### config.mk
export PLATFORM = sky130hd
export DESIGN_NAME = mem_arbiter_flat
export DESIGN_NICKNAME = d
export VERILOG_FILES = /design/src/rtl/mem_arbiter_if.sv /design/src/rtl/mem_arbiter.sv /design/src/flat_wrapper.sv
export SDC_FILE = /design/constraint.sdc
export NUM_CORES = 1
export LEC_CHECK = 0
export ABC_AREA = 1
export BUFFER_PORTS_ARGS = -buffer_cell sky130_fd_sc_hd__buf_2
export CAP_MARGIN = 0
export CORE_MARGIN = 8
export CORE_UTILIZATION = 42
export CTS_CLUSTER_DIAMETER = 100
export DETAILED_ROUTE_END_ITERATION = 7
export PLACE_DENSITY_LB_ADDON = 0.05
export SLEW_MARGIN = 20
export SYNTH_ARGS = -nofsm -noshare
export SYNTH_HDL_FRONTEND = slang
export SYNTH_SLANG_ARGS = --single-unit
export TNS_END_PERCENT = 50
### constraint.sdc
create_clock -name clk_in -period 1.3 [get_ports clk_in]
set_input_delay 0.26 -clock clk_in [delete_from_list [all_inputs] [get_ports clk_in]]
set_output_delay 0.26 -clock clk_in [all_outputs]
set_load 0.01 [all_outputs]
### src/rtl/mem_arbiter_if.sv
// Request/response bundle between IF, LSB, the arbiter and the memory controller.
// slave is the arbiter's view; master is the requester/controller side.
interface mem_arbiter_if #(
  parameter int ADDR_W = 32,
  parameter int DATA_W = 32
);
  logic              if_req;
  logic [ADDR_W-1:0] if_addr;
  logic              if_done;
  logic [DATA_W-1:0] if_rdata;
  logic              lsb_req;
  logic              lsb_we;
  logic [1:0]        lsb_len;
  logic [ADDR_W-1:0] lsb_addr;
  logic [DATA_W-1:0] lsb_wdata;
  logic              lsb_done;
  logic [DATA_W-1:0] lsb_rdata;
  logic              io_buffer_full;
  logic              mc_valid;
  logic              mc_we;
  logic [1:0]        mc_len;
  logic [ADDR_W-1:0] mc_addr;
  logic [DATA_W-1:0] mc_wdata;
  logic              mc_done;
  logic [DATA_W-1:0] mc_rdata;

  modport slave (
    input  if_req, if_addr,
    input  lsb_req, lsb_we, lsb_len, lsb_addr, lsb_wdata,
    input  io_buffer_full, mc_done, mc_rdata,
    output if_done, if_rdata, lsb_done, lsb_rdata,
    output mc_valid, mc_we, mc_len, mc_addr, mc_wdata
  );

  modport master (
    output if_req, if_addr,
    output lsb_req, lsb_we, lsb_len, lsb_addr, lsb_wdata,
    output io_buffer_full, mc_done, mc_rdata,
    input  if_done, if_rdata, lsb_done, lsb_rdata,
    input  mc_valid, mc_we, mc_len, mc_addr, mc_wdata
  );
endinterface

### src/rtl/mem_arbiter.sv
// IF/LSB arbiter for the byte-serial memory controller port, LSB-first with IF anti-starvation.
// Optional IO_STALL_EN: IO-space stores wait while the UART output buffer is full.
module mem_arbiter #(
  parameter int ADDR_W       = 32,
  parameter int DATA_W       = 32,
  parameter int STARVE_LIMIT = 4
) (
  input  logic         clk_in,
  input  logic         rst_n_in,
  input  logic         rdy_in,
  input  logic         flush_in,
  output logic         busy,
  mem_arbiter_if.slave bus
);
  typedef enum logic [1:0] {
    IDLE,
    GNT_LSB,
    GNT_IF,
    DRAIN
  } state_e;

  localparam logic [3:0] LIMIT = 4'(STARVE_LIMIT);

  state_e            state_q, state_d;
  logic [3:0]        starve_q, starve_d;
  logic              mc_valid_q, mc_valid_d;
  logic              mc_we_q, mc_we_d;
  logic [1:0]        mc_len_q, mc_len_d;
  logic [ADDR_W-1:0] mc_addr_q, mc_addr_d;
  logic [DATA_W-1:0] mc_wdata_q, mc_wdata_d;
  logic              if_done_q, if_done_d;
  logic [DATA_W-1:0] if_rdata_q, if_rdata_d;
  logic              lsb_done_q, lsb_done_d;
  logic [DATA_W-1:0] lsb_rdata_q, lsb_rdata_d;
  logic [DATA_W-1:0] ld_mask;
  logic              lsb_go;

`ifdef IO_STALL_EN
  assign lsb_go = bus.lsb_req &&
                  !(bus.lsb_we && bus.lsb_addr[17:16] == 2'b11 &&
                    bus.io_buffer_full);
`else
  logic unused_io;
  assign lsb_go    = bus.lsb_req;
  assign unused_io = bus.io_buffer_full;
`endif

  always_comb begin
    ld_mask = '1;
    unique case (mc_len_q)
      2'b01:   ld_mask = DATA_W'(8'hFF);
      2'b10:   ld_mask = DATA_W'(16'hFFFF);
      default: ld_mask = '1;
    endcase
  end

  always_comb begin
    state_d     = state_q;
    starve_d    = starve_q;
    mc_valid_d  = mc_valid_q;
    mc_we_d     = mc_we_q;
    mc_len_d    = mc_len_q;
    mc_addr_d   = mc_addr_q;
    mc_wdata_d  = mc_wdata_q;
    if_done_d   = 1'b0;
    if_rdata_d  = if_rdata_q;
    lsb_done_d  = 1'b0;
    lsb_rdata_d = lsb_rdata_q;
    unique case (state_q)
      IDLE: begin
        if (lsb_go && (!bus.if_req || starve_q < LIMIT)) begin
          mc_valid_d = 1'b1;
          mc_we_d    = bus.lsb_we;
          mc_len_d   = bus.lsb_len;
          mc_addr_d  = bus.lsb_addr;
          mc_wdata_d = bus.lsb_wdata;
          state_d    = GNT_LSB;
          if (bus.if_req && starve_q != 4'hF)
            starve_d = starve_q + 4'd1;
        end else if (bus.if_req && !flush_in) begin
          mc_valid_d = 1'b1;
          mc_we_d    = 1'b0;
          mc_len_d   = 2'b11;
          mc_addr_d  = bus.if_addr;
          starve_d   = '0;
          state_d    = GNT_IF;
        end
        if (!bus.if_req)
          starve_d = '0;
      end
      GNT_LSB: begin
        if (bus.mc_done) begin
          mc_valid_d  = 1'b0;
          lsb_done_d  = 1'b1;
          lsb_rdata_d = mc_we_q ? '0 : (bus.mc_rdata & ld_mask);
          state_d     = IDLE;
        end
      end
      GNT_IF: begin
        // A flush never aborts the controller; it only drops the result.
        if (bus.mc_done) begin
          mc_valid_d = 1'b0;
          state_d    = IDLE;
          if (!flush_in) begin
            if_done_d  = 1'b1;
            if_rdata_d = bus.mc_rdata;
          end
        end else if (flush_in) begin
          state_d = DRAIN;
        end
      end
      DRAIN: begin
        if (bus.mc_done) begin
          mc_valid_d = 1'b0;
          state_d    = IDLE;
        end
      end
      default: state_d = IDLE;
    endcase
  end

  always_ff @(posedge clk_in or negedge rst_n_in) begin
    if (!rst_n_in) begin
      state_q     <= IDLE;
      starve_q    <= '0;
      mc_valid_q  <= 1'b0;
      mc_we_q     <= 1'b0;
      mc_len_q    <= '0;
      mc_addr_q   <= '0;
      mc_wdata_q  <= '0;
      if_done_q   <= 1'b0;
      if_rdata_q  <= '0;
      lsb_done_q  <= 1'b0;
      lsb_rdata_q <= '0;
    end else if (rdy_in) begin
      state_q     <= state_d;
      starve_q    <= starve_d;
      mc_valid_q  <= mc_valid_d;
      mc_we_q     <= mc_we_d;
      mc_len_q    <= mc_len_d;
      mc_addr_q   <= mc_addr_d;
      mc_wdata_q  <= mc_wdata_d;
      if_done_q   <= if_done_d;
      if_rdata_q  <= if_rdata_d;
      lsb_done_q  <= lsb_done_d;
      lsb_rdata_q <= lsb_rdata_d;
    end
  end

  assign busy          = (state_q != IDLE);
  assign bus.mc_valid  = mc_valid_q;
  assign bus.mc_we     = mc_we_q;
  assign bus.mc_len    = mc_len_q;
  assign bus.mc_addr   = mc_addr_q;
  assign bus.mc_wdata  = mc_wdata_q;
  assign bus.if_done   = if_done_q;
  assign bus.if_rdata  = if_rdata_q;
  assign bus.lsb_done  = lsb_done_q;
  assign bus.lsb_rdata = lsb_rdata_q;
endmodule

### src/flat_wrapper.sv
// flat-port wrapper written by rule: the top's interface ports become plain ports
module mem_arbiter_flat 
#(
  parameter int ADDR_W       = 32,
  parameter int DATA_W       = 32,
  parameter int STARVE_LIMIT = 4
)
  (clk_in, rst_n_in, rdy_in, flush_in, busy, bus_if_req, bus_if_addr, bus_lsb_req, bus_lsb_we, bus_lsb_len, bus_lsb_addr, bus_lsb_wdata, bus_io_buffer_full, bus_mc_done, bus_mc_rdata, bus_if_done, bus_if_rdata, bus_lsb_done, bus_lsb_rdata, bus_mc_valid, bus_mc_we, bus_mc_len, bus_mc_addr, bus_mc_wdata);
  mem_arbiter_if #(.ADDR_W(ADDR_W), .DATA_W(DATA_W)) bus_i ();
  input  logic clk_in;
  input  logic rst_n_in;
  input  logic rdy_in;
  input  logic flush_in;
  output logic busy;
  input wire logic [$bits(bus_i.if_req)-1:0] bus_if_req;
  input wire logic [$bits(bus_i.if_addr)-1:0] bus_if_addr;
  input wire logic [$bits(bus_i.lsb_req)-1:0] bus_lsb_req;
  input wire logic [$bits(bus_i.lsb_we)-1:0] bus_lsb_we;
  input wire logic [$bits(bus_i.lsb_len)-1:0] bus_lsb_len;
  input wire logic [$bits(bus_i.lsb_addr)-1:0] bus_lsb_addr;
  input wire logic [$bits(bus_i.lsb_wdata)-1:0] bus_lsb_wdata;
  input wire logic [$bits(bus_i.io_buffer_full)-1:0] bus_io_buffer_full;
  input wire logic [$bits(bus_i.mc_done)-1:0] bus_mc_done;
  input wire logic [$bits(bus_i.mc_rdata)-1:0] bus_mc_rdata;
  output wire logic [$bits(bus_i.if_done)-1:0] bus_if_done;
  output wire logic [$bits(bus_i.if_rdata)-1:0] bus_if_rdata;
  output wire logic [$bits(bus_i.lsb_done)-1:0] bus_lsb_done;
  output wire logic [$bits(bus_i.lsb_rdata)-1:0] bus_lsb_rdata;
  output wire logic [$bits(bus_i.mc_valid)-1:0] bus_mc_valid;
  output wire logic [$bits(bus_i.mc_we)-1:0] bus_mc_we;
  output wire logic [$bits(bus_i.mc_len)-1:0] bus_mc_len;
  output wire logic [$bits(bus_i.mc_addr)-1:0] bus_mc_addr;
  output wire logic [$bits(bus_i.mc_wdata)-1:0] bus_mc_wdata;
  assign bus_i.if_req = bus_if_req;
  assign bus_i.if_addr = bus_if_addr;
  assign bus_i.lsb_req = bus_lsb_req;
  assign bus_i.lsb_we = bus_lsb_we;
  assign bus_i.lsb_len = bus_lsb_len;
  assign bus_i.lsb_addr = bus_lsb_addr;
  assign bus_i.lsb_wdata = bus_lsb_wdata;
  assign bus_i.io_buffer_full = bus_io_buffer_full;
  assign bus_i.mc_done = bus_mc_done;
  assign bus_i.mc_rdata = bus_mc_rdata;
  assign bus_if_done = bus_i.if_done;
  assign bus_if_rdata = bus_i.if_rdata;
  assign bus_lsb_done = bus_i.lsb_done;
  assign bus_lsb_rdata = bus_i.lsb_rdata;
  assign bus_mc_valid = bus_i.mc_valid;
  assign bus_mc_we = bus_i.mc_we;
  assign bus_mc_len = bus_i.mc_len;
  assign bus_mc_addr = bus_i.mc_addr;
  assign bus_mc_wdata = bus_i.mc_wdata;
  mem_arbiter #(.ADDR_W(ADDR_W), .DATA_W(DATA_W), .STARVE_LIMIT(STARVE_LIMIT)) u_core (.clk_in(clk_in), .rst_n_in(rst_n_in), .rdy_in(rdy_in), .flush_in(flush_in), .busy(busy), .bus(bus_i));
endmodule
==> impl_summary.txt <==
----------------------------------------------------
[Floorplanning]
  IO Pins ... 274
  Effective utilization at floorplan ... 43.1%
  Area of the die ... 0.0183 mm²
  Area of the core ... 0.0139 mm²
  Die H ... ~140 µm
  Number of cell rows ... 43
  DIE WIDTH ... 135 µm

[Global route]
  Total routing usage reported by global routing ... 20.5%
  Maximum number of pins on one net before global-route repair ... 35
  Overflow after GRT ... 0
  Global-route wire length before repair ... 29500 µm
  Initial antenna violation count ... 2
  Via count of the first global-routing pass ... 5730

[Critical path]
  Startpoint type of the worst setup path ... flop
  First element of the critical path ... u_core.state_q[1]
  Number of cells on the worst reg-to-reg path ... 6
  Category of cells accounting for the largest share of critical-path delay ... buffers and inverters
  Critical Path Max Stage Delay ... roughly 0.44 ns
  R2R Path End ... u_core.bus.lsb_rdata[17]
  Crit path max fanout ... 6
  Setup slack on the worst flop-to-flop path ... -0.19 ns
  Startpoint-to-endpoint class of the critical path ... flop to flop
  Worst Path Required ... around 1.6 ns
  Launch instance of the worst register-to-register path ... u_core.state_q[1]
  Cell-by-cell trace of the critical path ... buf_6 -> nor3_4 -> clkinv_4 -> clkbuf_16 -> nand2_2 -> nand2_1
  Kind of end point of the critical path ... flop
  Slowest-stage cell, CP ... sky130_fd_sc_hd__dfrtp_2
  Worst path arrival time ... 1.79 ns
  Destination of the critical timing path ... u_core.bus.lsb_rdata[17]
  Stages on the worst setup path ... 6
  Number of buffer and inverter stages on the critical path ... 3

[Power]
  Power per cell area ... 2190 mW/mm²
  Worst voltage drop across the vdd grid ... 1.07 mV
  Leakage ... around 5.6 nW

[STA]
  Setup Viol. Count Final ... 139
  Number of failing hold endpoints at the final stage ... 0
  Setup repair after global routing missed its margin ... true
  Final critical-path share of the clock period ... 114%
  Worst relative slew slack ... 74.9%
  Crit path setup slack, layout ... -0.188 ns
  Max-slew violations ... 0
  Timing-limited maximum frequency ... 0.672 GHz
  Min Clock Period, post-route ... approximately 1.5 ns
  Transition at the pin with the smallest max-transition slack ... 0.377 ns
  Layout Skew ... around 0.0066 ns

[Cells and area]
  Area growth syn-to-layout ... 62.2%
  Share of post-route cells with drive strength above 1 ... 48.4%
  Final Instance Area ... about 0.0097 mm²
  Post-route insts no fill ... about 1300
  Final net count ... around 1200

[Logic synthesis]
  Leading post-synthesis cells by cell area ... sky130_fd_sc_hd__dfrtp_1 59%, sky130_fd_sc_hd__nand2_1 26%, sky130_fd_sc_hd__nand3_1 3.3%
  Cell with the most instances after synthesis ... sky130_fd_sc_hd__nand2_1
  Avg Cell Area, Syn ... 8.18 µm²
  Synth Warn # ... 0
  Cell Area, Synth ... 0.00598 mm²
  Distinct cell type count of the synthesized netlist ... 26
  Synth Register Bits ... 140
  Synth top area share ... about three fifths
  Synthesized instance count ... 732
  Number of enable flip-flop cells after synthesis ... 0
  Fraction of registers with async set/reset ... 100%
  Fraction of the yosys area taken by sequential cells ... 58.5%
  Most frequent cells after synthesis ... 415 x sky130_fd_sc_hd__nand2_1, 140 x sky130_fd_sc_hd__dfrtp_1, 39 x sky130_fd_sc_hd__inv_1, 39 x sky130_fd_sc_hd__nand3_1, 26 x sky130_fd_sc_hd__o21ai_1
  Top_reg_cell synth ... sky130_fd_sc_hd__dfrtp_1
  Synthesized netlist net count ... around 870
  Cell accounting for the most synthesized area ... sky130_fd_sc_hd__dfrtp_1

[Clock tree]
  Clock tree from TritonCTS ... yes
  Clock root buffer master ... sky130_fd_sc_hd__clkbuf_16
  Clock Tree Buf Depth ... 2
  Post-CTS clock slew at the launch and capture registers of the worst setup and hold paths ... 0.06 ns
  Number of levels in the clock H-tree ... 4
  Skew-Pair Late Insertion Delay ... 0.42 ns
  TritonCTS Buffers ... 17
  Total clock sinks ... 140

[Drt]
  Met2 routed WL ... 10300 µm
  Routed wirelength normalized by instance count ... 16.5 µm
  Number of remaining DRC errors ... 0
  Highest routed metal layer ... met5
  DR vias ... roughly 6000
  DR pass1 iterations ... 5
  Initial drt markers ... 288
  Met3 wire length ... 1800 µm
  Wire length the detailed router placed on met1 ... 8230 µm
  Via count normalized by instance count ... 4.73
  Remaining antenna violation count after routing ... 0
  Drt total wl ... 20900 µm

[Flow run]
  Number of maximum-capacitance violations ... 0

[Place]
  Post-placement cell count ... 1194
  Hpwl dp ... 13200 µm
  Number of input and output port buffers inserted ... 272
  Final weighted congestion in routability-driven placement ... 0.773
  Standard cell area after detailed placement ... 0.00787 mm²

[Hold path]
  Classification of the worst-slack hold path ... input pin to flop
  Hold_sp ... bus_lsb_wdata[24]

[Run status]
  Violated checks ... setup timing
  Result of the run ... finished with violations

----------------------------------------------------
[kinds of logic after synthesis]
logic type,Yosys count,synth area share [%]
and+or+nand+nor,477,31.8
xor gates and xnor gates,1,0.146
buffers and inverters,76,5.90
AOI/OAI and AO/OA,36,3.24
adders and majority gates,2,0.418
DFF,140,58.5
[where the power goes]
group | total, mW | switching (mW) | internal [mW] | leakage, nW
Clock | 4.59 | 1.77 | 2.82 | 0.273
Combinational | 8.95 | 4.76 | 4.19 | 3.54
Sequential | 7.71 | 1.38 | 6.34 | 1.77
[per-layer routing]
layer / up-vias / global-route usage [%]
met5: - / 0
met4: 2 / 7.90
met3: 43 / 7.86
met2: 234 / 33.2
met1: 2786 / 24.2
li1: 2922 / -
[cell type report]
class | count | area [µm²]
flip-flops and latches | 140 | 3510
repair buffers | 353 | 2550
diodes | 1 | 2.50
multi-input cells | 516 | 2690
well taps | 180 | 225
clock inverters | 6 | 61.3
clock buffers | 25 | 495
inverters | 44 | 175
fillers | 1178 | 4180
[worst reg2reg max path, stage by stage, from the launching register on]
cell	delay, ns
sky130_fd_sc_hd__dfrtp_2	0.44
sky130_fd_sc_hd__buf_6	0.13
sky130_fd_sc_hd__nor3_4	0.27
sky130_fd_sc_hd__clkinv_4	0.17
sky130_fd_sc_hd__clkbuf_16	0.21
sky130_fd_sc_hd__nand2_2	0.06
sky130_fd_sc_hd__nand2_1	0.07
[registers in the layout, summed over array words and instances, names as in the netlist]
name / count
u_core.bus.lsb_rdata: 32
u_core.bus.lsb_done: 1
u_core.bus.mc_len: 2
u_core.bus.if_done: 1
u_core.bus.mc_addr: 32
u_core.bus.mc_we: 1
u_core.starve_q: 4
u_core.bus.mc_wdata: 32
u_core.bus.mc_valid: 1
u_core.bus.if_rdata: 32
u_core.state_q: 2
[through the flow]
| step | TNS, ns | hold WS (ns) | total power [mW] | util, % | worst slack, ns |
|---|---|---|---|---|---|
| after floorplan | 0 | -0.0356 | 10.9 | - | 0.0274 |
| after global placement | -3.99 | 0.189 | 14.3 | 56.7 | -0.0639 |
| after detailed placement | -5.42 | 0.189 | 14.5 | 56.7 | -0.0796 |
| after CTS | -6.28 | 0.0240 | 19.6 | 63.0 | -0.127 |
| after global routing | -25.18 | 0.0159 | 22.6 | 69.9 | -0.253 |
| final | -17.63 | 0.0309 | 21.2 | 69.9 | -0.188 |
[cell usage in the layout (no fill, tap or decap), types with 4 or more instances in the layout]
master / count
sky130_fd_sc_hd__nand2_4: 35
sky130_fd_sc_hd__buf_6: 16
sky130_fd_sc_hd__buf_16: 4
sky130_fd_sc_hd__nand3_2: 5
sky130_fd_sc_hd__buf_12: 17
sky130_fd_sc_hd__clkbuf_16: 28
sky130_fd_sc_hd__o21ai_1: 18
sky130_fd_sc_hd__nor2_1: 7
sky130_fd_sc_hd__o21ai_2: 15
sky130_fd_sc_hd__buf_2: 268
sky130_fd_sc_hd__nand2_1: 311
sky130_fd_sc_hd__nand3_1: 34
sky130_fd_sc_hd__nand2_2: 72
sky130_fd_sc_hd__dfrtp_1: 138
sky130_fd_sc_hd__clkbuf_8: 4
sky130_fd_sc_hd__buf_4: 33
sky130_fd_sc_hd__nor2_4: 5
sky130_fd_sc_hd__inv_1: 38
sky130_fd_sc_hd__clkbuf_1: 4
[repair_timing]
action	4_1_cts	5_1_grt
hold endpoints to repair	26	0
gates resized for setup	28	183
pin swaps	6	48
cloned	4	14
endpoints found under the setup margin	117	141
setup buffers	12	10
hold buffers	1	0
[how the worst min path moves through the flow]
stage | to | cells after the start
5_1_grt | u_core.bus.mc_wdata[0] | 3
2_1_floorplan | u_core.bus.if_done | 0
3_5_place_dp | u_core.bus.if_rdata[9] | 1
6_report | u_core.bus.mc_wdata[24] | 3
4_1_cts | u_core.bus.mc_wdata[0] | 3
3_3_place_gp | u_core.bus.if_rdata[9] | 1
Note: power is estimated with default switching activity, not from simulation.
